===== src/rtl/csa_nibble_sequencer_if.sv =====
// Operand/result handshake and adder-stage bus for csa_nibble_sequencer.
// Optional feature macro: CSA_SEQ_SUB_EN adds the in_sub operand flag.
interface csa_nibble_sequencer_if #(
  parameter int unsigned WIDTH = 16
);
  // Operand handshake
  logic             in_valid;
  logic             in_ready;
  logic [WIDTH-1:0] in_a;
  logic [WIDTH-1:0] in_b;
  logic             in_cin;
`ifdef CSA_SEQ_SUB_EN
  logic             in_sub;
`endif

  // Nibble adder stage (purely combinational outside this block)
  logic [3:0]       add_a;
  logic [3:0]       add_b;
  logic             add_cin;
  logic [3:0]       add_s;
  logic             add_cout;

  // Result handshake
  logic             out_valid;
  logic             out_ready;
  logic [WIDTH-1:0] out_sum;
  logic             out_cout;

  // Upstream producer / adder / downstream consumer side
  modport master (
`ifdef CSA_SEQ_SUB_EN
    output in_sub,
`endif
    output in_valid, in_a, in_b, in_cin,
    input  in_ready,
    input  add_a, add_b, add_cin,
    output add_s, add_cout,
    input  out_valid, out_sum, out_cout,
    output out_ready
  );

  // Sequencer side
  modport slave (
`ifdef CSA_SEQ_SUB_EN
    input  in_sub,
`endif
    input  in_valid, in_a, in_b, in_cin,
    output in_ready,
    output add_a, add_b, add_cin,
    input  add_s, add_cout,
    output out_valid, out_sum, out_cout,
    input  out_ready
  );
endinterface


===== src/rtl/csa_nibble_sequencer.sv =====
// Nibble-serial operand sequencer around a 4-bit carry-select adder stage.
// Feeds one nibble per cycle LSB first, chains carry through a register and
// presents the WIDTH-bit sum plus final carry on a valid/ready output.
// Optional feature macro: CSA_SEQ_SUB_EN (A-B via inverted B and carry-in 1).
module csa_nibble_sequencer #(
  parameter int unsigned WIDTH = 16
) (
  input logic                clk,
  input logic                rst_n,
  csa_nibble_sequencer_if.slave bus
);

  localparam int unsigned NIBBLES = WIDTH / 4;
  localparam int unsigned IDX_W   = (NIBBLES > 1) ? $clog2(NIBBLES) : 1;
  localparam logic [IDX_W-1:0] LAST_IDX = IDX_W'(NIBBLES - 1);

  // Reject widths that cannot be split into whole nibbles
  if ((WIDTH % 4) != 0 || WIDTH < 4) begin : g_bad_width
    $error("csa_nibble_sequencer: WIDTH must be a multiple of 4 and >= 4");
  end

  typedef enum logic [1:0] {IDLE, RUN, DONE} state_e;

  state_e           state_q, state_d;
  logic [WIDTH-1:0] a_q, a_d;
  logic [WIDTH-1:0] b_q, b_d;
  logic [WIDTH-1:0] sum_q, sum_d;
  logic             carry_q, carry_d;
  logic [IDX_W-1:0] idx_q, idx_d;
  logic [IDX_W-1:0] idx_nx;
  logic             in_ready_q, in_ready_d;
  logic             out_valid_q, out_valid_d;
  logic [3:0]       add_a_q, add_a_d;
  logic [3:0]       add_b_q, add_b_d;
  logic             add_cin_q, add_cin_d;

  // Effective B operand and carry-in as captured on the in handshake
  logic [WIDTH-1:0] b_eff;
  logic             cin_eff;

`ifdef CSA_SEQ_SUB_EN
  assign b_eff   = bus.in_sub ? ~bus.in_b : bus.in_b;
  assign cin_eff = bus.in_sub ? 1'b1 : bus.in_cin;
`else
  assign b_eff   = bus.in_b;
  assign cin_eff = bus.in_cin;
`endif

  // State register
  always_ff @(posedge clk or negedge rst_n) begin
    if (!rst_n) state_q <= IDLE;
    else        state_q <= state_d;
  end

  // Next-state logic
  always_comb begin
    state_d = state_q;
    unique case (state_q)
      IDLE:    if (bus.in_valid)          state_d = RUN;
      RUN:     if (idx_q == LAST_IDX)     state_d = DONE;
      DONE:    if (bus.out_ready)         state_d = IDLE;
      default:                            state_d = IDLE;
    endcase
  end

  // Output and datapath next values; adder nibbles are set up one cycle ahead
  // so the add_* outputs come straight from flops
  always_comb begin
    a_d         = a_q;
    b_d         = b_q;
    sum_d       = sum_q;
    carry_d     = carry_q;
    idx_d       = idx_q;
    in_ready_d  = in_ready_q;
    out_valid_d = out_valid_q;
    add_a_d     = 4'h0;
    add_b_d     = 4'h0;
    add_cin_d   = 1'b0;
    idx_nx      = idx_q + IDX_W'(1);
    unique case (state_q)
      IDLE: begin
        if (bus.in_valid) begin
          a_d        = bus.in_a;
          b_d        = b_eff;
          carry_d    = cin_eff;
          idx_d      = '0;
          in_ready_d = 1'b0;
          add_a_d    = bus.in_a[3:0];
          add_b_d    = b_eff[3:0];
          add_cin_d  = cin_eff;
        end
      end
      RUN: begin
        sum_d[{idx_q, 2'b00} +: 4] = bus.add_s;
        carry_d = bus.add_cout;
        if (idx_q == LAST_IDX) begin
          out_valid_d = 1'b1;
        end else begin
          idx_d     = idx_nx;
          add_a_d   = 4'(a_q >> {idx_nx, 2'b00});
          add_b_d   = 4'(b_q >> {idx_nx, 2'b00});
          add_cin_d = bus.add_cout;
        end
      end
      DONE: begin
        if (bus.out_ready) begin
          out_valid_d = 1'b0;
          in_ready_d  = 1'b1;
        end
      end
      default: ;
    endcase
  end

  // Datapath and output registers
  always_ff @(posedge clk or negedge rst_n) begin
    if (!rst_n) begin
      a_q         <= '0;
      b_q         <= '0;
      sum_q       <= '0;
      carry_q     <= 1'b0;
      idx_q       <= '0;
      in_ready_q  <= 1'b1;
      out_valid_q <= 1'b0;
      add_a_q     <= 4'h0;
      add_b_q     <= 4'h0;
      add_cin_q   <= 1'b0;
    end else begin
      a_q         <= a_d;
      b_q         <= b_d;
      sum_q       <= sum_d;
      carry_q     <= carry_d;
      idx_q       <= idx_d;
      in_ready_q  <= in_ready_d;
      out_valid_q <= out_valid_d;
      add_a_q     <= add_a_d;
      add_b_q     <= add_b_d;
      add_cin_q   <= add_cin_d;
    end
  end

  assign bus.in_ready  = in_ready_q;
  assign bus.out_valid = out_valid_q;
  assign bus.out_sum   = sum_q;
  assign bus.out_cout  = carry_q;
  assign bus.add_a     = add_a_q;
  assign bus.add_b     = add_b_q;
  assign bus.add_cin   = add_cin_q;

endmodule

===== src/flat_wrapper.sv =====
// flat-port wrapper written by rule: the top's interface ports become plain ports
module csa_nibble_sequencer_flat 
#(
  parameter int unsigned WIDTH = 16
)
  (clk, rst_n, bus_in_valid, bus_in_a, bus_in_b, bus_in_cin, bus_in_ready, bus_add_a, bus_add_b, bus_add_cin, bus_add_s, bus_add_cout, bus_out_valid, bus_out_sum, bus_out_cout, bus_out_ready);
  csa_nibble_sequencer_if #(.WIDTH(WIDTH)) bus_i ();
  input logic clk;
  input logic rst_n;
  input wire logic [$bits(bus_i.in_valid)-1:0] bus_in_valid;
  input wire logic [$bits(bus_i.in_a)-1:0] bus_in_a;
  input wire logic [$bits(bus_i.in_b)-1:0] bus_in_b;
  input wire logic [$bits(bus_i.in_cin)-1:0] bus_in_cin;
  output wire logic [$bits(bus_i.in_ready)-1:0] bus_in_ready;
  output wire logic [$bits(bus_i.add_a)-1:0] bus_add_a;
  output wire logic [$bits(bus_i.add_b)-1:0] bus_add_b;
  output wire logic [$bits(bus_i.add_cin)-1:0] bus_add_cin;
  input wire logic [$bits(bus_i.add_s)-1:0] bus_add_s;
  input wire logic [$bits(bus_i.add_cout)-1:0] bus_add_cout;
  output wire logic [$bits(bus_i.out_valid)-1:0] bus_out_valid;
  output wire logic [$bits(bus_i.out_sum)-1:0] bus_out_sum;
  output wire logic [$bits(bus_i.out_cout)-1:0] bus_out_cout;
  input wire logic [$bits(bus_i.out_ready)-1:0] bus_out_ready;
  assign bus_i.in_valid = bus_in_valid;
  assign bus_i.in_a = bus_in_a;
  assign bus_i.in_b = bus_in_b;
  assign bus_i.in_cin = bus_in_cin;
  assign bus_in_ready = bus_i.in_ready;
  assign bus_add_a = bus_i.add_a;
  assign bus_add_b = bus_i.add_b;
  assign bus_add_cin = bus_i.add_cin;
  assign bus_i.add_s = bus_add_s;
  assign bus_i.add_cout = bus_add_cout;
  assign bus_out_valid = bus_i.out_valid;
  assign bus_out_sum = bus_i.out_sum;
  assign bus_out_cout = bus_i.out_cout;
  assign bus_i.out_ready = bus_out_ready;
  csa_nibble_sequencer #(.WIDTH(WIDTH)) u_core (.clk(clk), .rst_n(rst_n), .bus(bus_i));
endmodule

===== config.mk =====
export PLATFORM = sky130hd
export DESIGN_NAME = csa_nibble_sequencer_flat
export DESIGN_NICKNAME = d
export VERILOG_FILES = /design/src/rtl/csa_nibble_sequencer_if.sv /design/src/rtl/csa_nibble_sequencer.sv /design/src/flat_wrapper.sv
export SDC_FILE = /design/constraint.sdc
export NUM_CORES = 1
export LEC_CHECK = 0
export ABC_AREA = 1
export BUFFER_PORTS_ARGS = -buffer_cell sky130_fd_sc_hd__buf_2
export CAP_MARGIN = 10
export CORE_UTILIZATION = 28
export CTS_BUF_LIST = sky130_fd_sc_hd__clkbuf_8 sky130_fd_sc_hd__clkbuf_16
export DETAILED_ROUTE_END_ITERATION = 16
export GPL_ROUTABILITY_DRIVEN = 1
export SLEW_MARGIN = 20
export SYNTH_ARGS = -nofsm -noshare
export SYNTH_HDL_FRONTEND = slang
export SYNTH_SLANG_ARGS = --single-unit

===== constraint.sdc =====
create_clock -name clk -period 2.7 [get_ports clk]
set_input_delay 0.135 -clock clk [delete_from_list [all_inputs] [get_ports clk]]
set_output_delay 0.135 -clock clk [all_outputs]
set_load 0.01 [all_outputs]

==> run metrics, run 1 <==
Clk Latency, worst-skew pair about 340 ps; final hold slack about 3.6 ps; Crit. End Element flop; worst slew pin tran between 800 and 900 ps; Setup WS pre-CTS between 900 and 1000 ps; final setup fails 0; RSZ-0062 raised after global routing false; clock tree buffer depth 2; Buf/Inv on CP 2; commonest non-fill, non-tap cells in the layout 145 x nand2_1, 69 x buf_2, 63 x dfrtp_1; Hold Path Class input port to flop; Syn Nets about 400; Setup TNS 0 ps; register area share after synthesis 0.553; Data required, critical path roughly 2900 ps; vias in the first global route between 2k and 2.5k; Row Count 36; Area contributors post-synth dfrtp_1 54%, nand2_1 19%, o21ai_0 6.7%, inv_1 5.4%, nand3_1 4.0%; I/O Buffers 69; Max-Cap Viols 0; Seq cells post-synth 64; CP delay by family, top flip-flops; Synth area leader dfrtp_1; fin cells 572; final worst-path setup slack 948 ps; Yosys top cell area share 0.544; Vias approximately 2.4k; Die Wd approximately 100 um; H-tree depth 3; CTS Sinks 64; Post-Place Cells between 500 and 600; Mean Syn Cell Area between 8 and 9 um2; power density over cell area 1160 nW/um2; startpoint types flop; largest net degree at the start of global routing 65; clk_skew roughly 9 ps; Post-CTS Resized 0; Final Hold Fails 0; status completed; multi-input logic area 1060 um2; Clock Tree Root clkbuf_8; filler cell count roughly 1.1k; first-pass GRT wire length around 11 mm; storage element area 1600 um2; Slew Limit Fails 0; total core area 9910 um2; Final period util 0.649; final net count just under 500; distinct cell type count after synthesis 21; Post-Syn Area 2900 um2; Highest Clock Rate between 0.5 and 0.6 GHz; Post-DP HPWL about 4.7 mm; Total GRT Usage 0.133; Worst VDD drop between 400 and 500 uV; dpl cell area around 3400 um2; Design Area, Final around 3700 um2; CP arrival between 1500 and 2000 ps; drt wl/cell 11.8 um; Die H approximately 100 um; Critical-path top delay cell dfrtp_1; GPL Wtd Cong between 0.7 and 0.8; total gr overflow 0; ANT nets after route 0; synth warn 0; Worst path most repeated cell nand2_1; drt via density about 4.2; DR DRC count 0; fraction of layout cells with a size suffix above 1 0.237; crit-path max cell delay roughly 550 ps; Mapped Cells about 350; initial antenna violation count 0; most common cell after layout, fill and taps aside nand2_1; Max FO, Critical Path 11; crit path time final 1750 ps; Worst Path Class, Setup flop to flop; initial core utilization 0.293; die footprint approximately 11000 um2; ANT cells 0; TritonCTS clock tree built; Leak ~2.1 nW; DR iter-0 viols 100; Ports 70; cell breakdown of the critical path inv_1 > ha_1 > clkinv_1 > nand2_1 > nor2_4 > nand2_1 > nand2_1; Num CTS Buffers 9; slew margin rel. 0.456; post-synthesis to final-layout area growth 26.5%; CTS clk-pin slew, worst paths 70 ps; first-pass iteration count of the detailed router 4; WL final ~6.8 mm
what timing repair did:
action                                 4_1_cts  5_1_grt
hold buffers                                 6        1
setup endpoints to repair                    0        0
buffers inserted                             0        0
endpoints found under the hold margin       12        1
layout make-up:
class / instances / share of cell area
Clock buffer: 14 / 0.0525
Clock inverter: 2 / 0.00273
Inverter: 46 / 0.0471
Multi-Input combinational cell: 231 / 0.290
Sequential cell: 64 / 0.437
Tap cell: 133 / 0.0454
Timing Repair Buffer: 82 / 0.126
path summary, 6_finish.rpt:
| check | start | endpoint | slack, ps | depth (start not counted) |
|---|---|---|---|---|
| max in group asynchronous | rst_n | u_core.a_q[9] | 1650 | 3 |
| hold reg to reg | u_core.bus.in_ready | u_core.bus.in_ready | 460 | 2 |
| min in group asynchronous | rst_n | u_core.bus.out_sum[5] | 510 | 3 |
| setup / recovery | u_core.idx_q[0] | u_core.bus.out_sum[14] | 950 | 7 |
| hold / removal | bus_in_b[10] | u_core.b_q[10] | 4 | 3 |
| setup reg to reg | u_core.idx_q[0] | u_core.bus.out_sum[14] | 950 | 7 |
where the power goes:
part           total (mW)  switching, mW  leakage [nW]  internal, mW
registers            1.57          0.177         0.811          1.40
clock network       0.807          0.351         0.108         0.456
logic                1.88           1.23          1.13         0.648
total                4.26           1.76          2.05          2.50
Yosys cell counts, drive strengths merged:
master,count
nand2,148
dfrtp,63
inv,45
o21ai,40
nand3,24
buf,10
nor2,10
ha,5
nand4,2
clkbuf,1
clkinv,1
dfstp,1
o22ai,1
o31ai,1
worst register-to-register path, cell delays in order (launching register included):
cell,delay (ps)
dfrtp_1,550
inv_1,100
ha_1,320
clkinv_1,290
nand2_1,220
nor2_4,60
nand2_1,50
nand2_1,50
registers in the layout, indices dropped and copies added (netlist names):
signal,flops
u_core.bus.out_sum,16
u_core.bus.in_ready,1
u_core.idx_q,2
u_core.bus.add_cin,1
u_core.bus.add_a,4
u_core.bus.add_b,4
u_core.state_q,2
u_core.bus.out_valid,1
u_core.a_q,16
u_core.bus.out_cout,1
u_core.b_q,16
per-stage QoR:
stage               power, mW  utilization
floorplan                2.89            -
global placement         3.45        0.343
detailed placement       3.49        0.343
CTS                      4.32        0.369
global route             4.65        0.370
finish                   4.26        0.370
cell families after synthesis:
logic type	share of synthesized area
adders and majority gates	0.0216
and+or+nand+nor	0.271
DFF	0.553
AOI/OAI and AO/OA	0.0738
buffers and inverters	0.0807
metal layers:
metal | global-route usage | up-vias | share of wire | wire, um
met3 | 0.0378 | 8 | 0.053 | 357
met5 | 0 | - | 0 | 0
li1 | - | 1249 | - | -
met2 | 0.198 | 53 | 0.45 | 3020
met1 | 0.181 | 1104 | 0.48 | 3260
met4 | 0.0582 | 0 | 0.017 | 114
(Power assumes the default switching activity.)
==> run 2, diff against run 1 <==
Clock period 2.7 ns to 1.4 ns, I/O delays scaled along.
==> run metrics, run 2 (synthesis results as in run 1) <==
TritonCTS clock tree built; Max-Cap Viols 0 (unchanged); met2 Usage GRT 0.218 (+0.0201); Worst Setup SP u_core.idx_q[0]; post-synthesis to final-layout area growth 42.4%; fraction of layout cells with a size suffix above 1 0.258 (+0.0215); total power 8.74 mW (+110%); Die Wd 104 um (unchanged); filler cell count 1053 (-1.5%); Finished Core Util 0.417 (+0.0465); initial core utilization 0.293 (unchanged); Ports 70 (unchanged); Buf/Inv on CP 2 (unchanged); Worst Path Class, Setup flop to flop; CTS Sinks 64 (unchanged); largest net degree at the start of global routing 65 (unchanged); reg-to-reg startpoint u_core.idx_q[0]; Crit. End Element flop; CTS clk-pin slew, worst paths 70 ps (about the same); Row Count 36 (unchanged); Setup WS pre-CTS -18.4 ps (-947 ps); Final period util 0.946 (+0.297); GR Layer Usage met3 0.0396 (+0.00189); Critical-path top delay cell dfrtp_2; Highest Clock Rate 0.755 GHz (+32%); final setup fails 0 (unchanged); crit path time final 1320 ps (-428 ps); drt wl/cell 11.6 um (-1.4%); Leak 2.23 nW (+8.3%); total core area 9910 um2 (unchanged); die footprint 10800 um2 (unchanged); drt via density 4.23 (+0.15%); power density over cell area 2120 nW/um2 (+82%); Post-Place Cells 553 (+0.73%); H-tree depth 3 (unchanged); GR Util met1 0.193 (+0.0125); ANT nets after route 0 (unchanged); startpoint types flop; CP arrival 1610 ps (-370 ps); Num CTS Buffers 9 (unchanged); Data required, critical path 1680 ps (-1240 ps); clock tree buffer depth 2 (unchanged); slew margin rel. 0.776 (+0.320); status completed; final worst-path setup slack 76.1 ps (-872 ps); ANT cells 0 (unchanged); min-delay src bus_add_s[2]; first-pass GRT wire length 12.4 mm (+9.2%); worst slew pin tran 335 ps (-481 ps); Clock Tree Root clkbuf_8; Total GRT Usage 0.145 (+0.0116); I/O Buffers 69 (unchanged); WL final 7.09 mm (+5.0%); Vias 2574 (+6.6%); fin cells 609 (+6.5%); Max FO, Critical Path 9 (-2); final net count 519 (+7.9%); cell breakdown of the critical path clkinv_4 > ha_4 > buf_6 > nand2_2 > nor2_4 > nand2_1 > nand2_1; Post-DP HPWL 4.97 mm (+5.3%); CP delay by family, top flip-flops; crit-path max cell delay 410 ps (-140 ps); Clk Latency, worst-skew pair 340 ps (about the same); first-pass iteration count of the detailed router 4 (unchanged); vias in the first global route 2669 (+14%); clk_skew 4.16 ps (-4.65 ps); Hold Path Class input port to flop; Worst path most repeated cell nand2_1; Setup TNS 0 ps (unchanged); Slew Limit Fails 0 (unchanged); Final Hold Fails 0 (unchanged); Worst VDD drop 743 uV (+67%); commonest non-fill, non-tap cells in the layout 142 x nand2_1, 69 x buf_2, 62 x dfrtp_1; RSZ-0062 raised after global routing false; total gr overflow 0 (unchanged); DR DRC count 0 (unchanged); initial antenna violation count 0 (unchanged); GPL Wtd Cong 0.775 (+2.2%); Die H 104 um (unchanged); most common cell after layout, fill and taps aside nand2_1; GRT Max-Usage Layer met2; DR iter-0 viols 122 (+22%)
[run 2: final cells by class]
class,instances,area (um2),area share
multi-input combinational,231,1100,0.268
sequential,64,1600,0.389
inverter,46,186,0.0452
clock inverter,5,48.8,0.0118
tap,133,166,0.0403
timing repair buffer,120,880,0.213
clock buffer,10,138,0.0333
[run 2: final timing paths]
kind	endpoint	slack, ps	cells past startpoint
max in group asynchronous	u_core.bus.in_ready	860	3
worst max register to register	u_core.bus.out_sum[5]	80	7
worst max-delay path	u_core.bus.out_sum[5]	80	7
worst min register to register	u_core.bus.in_ready	460	2
min in group asynchronous	u_core.b_q[13]	250	3
worst min-delay path	u_core.bus.out_sum[2]	20	3
[run 2: through the flow]
step	hold slack [ps]	cell area (um2)
floorplan	-226	2940
global placement	71.4	3500
detailed placement	75.2	3500
CTS	0.581	4080
global route	19.4	4130
finish	19.0	4130
[run 2: tightest hold or removal path, cell delays in order]
cell and delay, ps:
buf_2 100, nand3_1 80, nand2_1 70
[run 2: where the power goes]
group | total [mW] | switching (mW) | internal (mW)
registers | 3.03 | 0.329 | 2.70
logic | 4.19 | 2.57 | 1.62
clock network | 1.53 | 0.683 | 0.845
total | 8.74 | 3.59 | 5.16
[run 2: what timing repair did]
item / CTS / global route
setup endpoints to repair: 8 / 23
pin swaps: 0 / 0
setup buffers: 0 / 2
hold buffers: 39 / 0
endpoints found under the hold margin: 109 / 0
gates resized for setup: 3 / 13
[run 2: routing by layer]
layer / vias to the layer above / part of all wire
met5: - / 0
met2: 61 / 0.43
li1: 1322 / -
met3: 13 / 0.058
met1: 1178 / 0.49
met4: 0 / 0.018
==> run 3, diff against run 2 <==
Clock period 1.4 ns to 1.6 ns, I/O delays scaled along.
==> run metrics, run 3 (synthesis results as in run 1) <==
Ports 70 (unchanged); Seq pwr share 0.350 (+0.004); drt wl/cell 11.9 um (+2.4%); GPL Wtd Cong 0.773 (-0.30%); vias in the first global route 2675 (+0.22%); Final Hold Fails 0 (unchanged); commonest non-fill, non-tap cells in the layout 145 x nand2_1, 69 x buf_2, 63 x dfrtp_1; DR iter-0 viols 87 (-29%); Num CTS Buffers 9 (unchanged); Worst path most repeated cell nand2_1; power density over cell area 1860 nW/um2 (-12%); min-delay src bus_in_valid; final hold slack 91.1 ps (+72.1 ps); Crit. End Element flop; GRT Max-Usage Layer met2; P_int 4.51 mW (-13%); Vias 2571 (-0.12%); initial core utilization 0.293 (unchanged); Worst Setup SP u_core.idx_q[1]; RSZ-0062 raised after global routing false; most common cell after layout, fill and taps aside nand2_1; switching share of total power 0.404 (-0.00577); first-pass iteration count of the detailed router 4 (unchanged); CP arrival 1680 ps (+70 ps); Slew Limit Fails 0 (unchanged); total gr overflow 0 (unchanged); reg-to-reg startpoint u_core.idx_q[1]; Setup TNS 0 ps (unchanged); clock share of power 0.198 (+0.023); status completed; post-synthesis to final-layout area growth 40.2%; I/O Buffers 69 (unchanged); switching power total 3.06 mW (-15%); startpoint types flop; Row Count 36 (unchanged); Max-Cap Viols 0 (unchanged); first-pass GRT wire length 12.5 mm (+0.56%); Hold Path Class input port to flop; Critical-path top delay cell dfrtp_1; TritonCTS clock tree built; met2 Usage GRT 0.238 (+0.0206); Leak 2.22 nW (-0.42%); die footprint 10800 um2 (unchanged); GR Layer Usage met3 0.0315 (-0.00818); total core area 9910 um2 (unchanged); clk_skew 6.76 ps (+2.60 ps); Max FO, Critical Path 10 (+1); worst slew pin tran 427 ps (+92.3 ps); Worst Path Class, Setup flop to flop; largest net degree at the start of global routing 65 (unchanged); ANT nets after route 0 (unchanged); final setup fails 0 (unchanged); Final period util 0.907 (-0.0390); initial antenna violation count 0 (unchanged); Post-CTS Setup Inserts 0 (unchanged); Data required, critical path 1830 ps (+150 ps); CTS clk-pin slew, worst paths 70 ps (about the same); final net count 515 (-0.77%); Die H 104 um (unchanged); cell breakdown of the critical path inv_1 > ha_4 > clkinvlp_4 > nand2_1 > nor2_4 > nand2_1 > nand2_1; CTS Sinks 64 (unchanged); Clock Tree Root clkbuf_8; DR DRC count 0 (unchanged); Clk Latency, worst-skew pair 340 ps (about the same); fraction of layout cells with a size suffix above 1 0.224 (-0.0343); drt via density 4.24 (+0.38%); H-tree depth 3 (unchanged); Combinational Power Share 0.452 (-0.027); clock tree buffer depth 2 (unchanged); Die Wd 104 um (unchanged); slew margin rel. 0.715 (-0.0613); Highest Clock Rate 0.689 GHz (-8.7%); Worst VDD drop 728 uV (-1.9%); WL final 7.22 mm (+1.8%); ANT cells 0 (unchanged); crit-path max cell delay 380 ps (-30 ps); Total GRT Usage 0.146 (+0.00159); crit path time final 1450 ps (+127 ps); Post-DP HPWL 4.97 mm (-0.14%); GR Util met1 0.182 (-0.0113)
==> run 3: changes by cell type in the layout (fill, tap and decap cells not counted), sizes merged <==
cell	before	now
buf	81	76
clkinv	5	1
inv	44	48
bufinv	1	2
dlygate4sd3	39	40
==> run 3: cell type report <==
cell class / instances / area [um2]
fill: 1041 / 5850
sequential: 64 / 1600
multi-input combinational: 231 / 1080
timing repair buffer: 116 / 827
inverter: 46 / 176
tap: 133 / 166
clock buffer: 10 / 138
clock inverter: 6 / 76.3
==> run 3: power groups by stage <==
| stage | Clock, mW | Combinational (mW) | Sequential (mW) |
|---|---|---|---|
| 6_report | 1.50 | 3.42 | 2.65 |
| 5_1_grt | 1.63 | 3.89 | 2.72 |
| 4_1_cts | 1.53 | 3.37 | 2.65 |
| 3_5_place_dp | 0 | 3.27 | 2.68 |
| 3_3_place_gp | 0 | 3.19 | 2.66 |
| 2_1_floorplan | 0 | 2.16 | 2.76 |
==> run 3: final timing paths <==
| path | end | slack [ps] | depth (start not counted) |
|---|---|---|---|
| min in group asynchronous | u_core.bus.out_sum[1] | 200 | 2 |
| min | u_core.bus.in_ready | 90 | 4 |
| max | u_core.bus.out_sum[14] | 150 | 7 |
| min reg2reg | u_core.bus.in_ready | 470 | 2 |
| max reg2reg | u_core.bus.out_sum[14] | 150 | 7 |
| max in group asynchronous | u_core.bus.in_ready | 790 | 3 |
==> run 3: worst max-delay path, delay by kind of cell (launching register included) <==
family	cells	cell delay [ps]
fa+ha+maj	1	310
buf+inv	2	320
flops	1	380
simple gates	4	330
==> run 3: through the flow <==
stage | setup slack, ps | instance area (um2) | util | power (mW) | instances
after floorplan | 21.1 | 2910 | - | 4.92 | 352
after global placement | 109 | 3430 | 0.346 | 5.85 | 550
after detailed placement | 25.2 | 3430 | 0.346 | 5.95 | 550
after CTS | 12.0 | 4040 | 0.408 | 7.55 | 606
after global routing | 7.31 | 4060 | 0.410 | 8.24 | 606
final | 149 | 4060 | 0.410 | 7.57 | 606
==> run 3: what timing repair did <==
item	CTS	global route
hold buffers	40	0
gates resized for setup	0	4
endpoints found under the hold margin	62	0
endpoints found under the setup margin	0	16
==> run 3: routing by layer <==
metal,wire [um],share of wire
met4,211,0.029
met2,3430,0.47
met3,331,0.046
met5,0,0
met1,3250,0.45
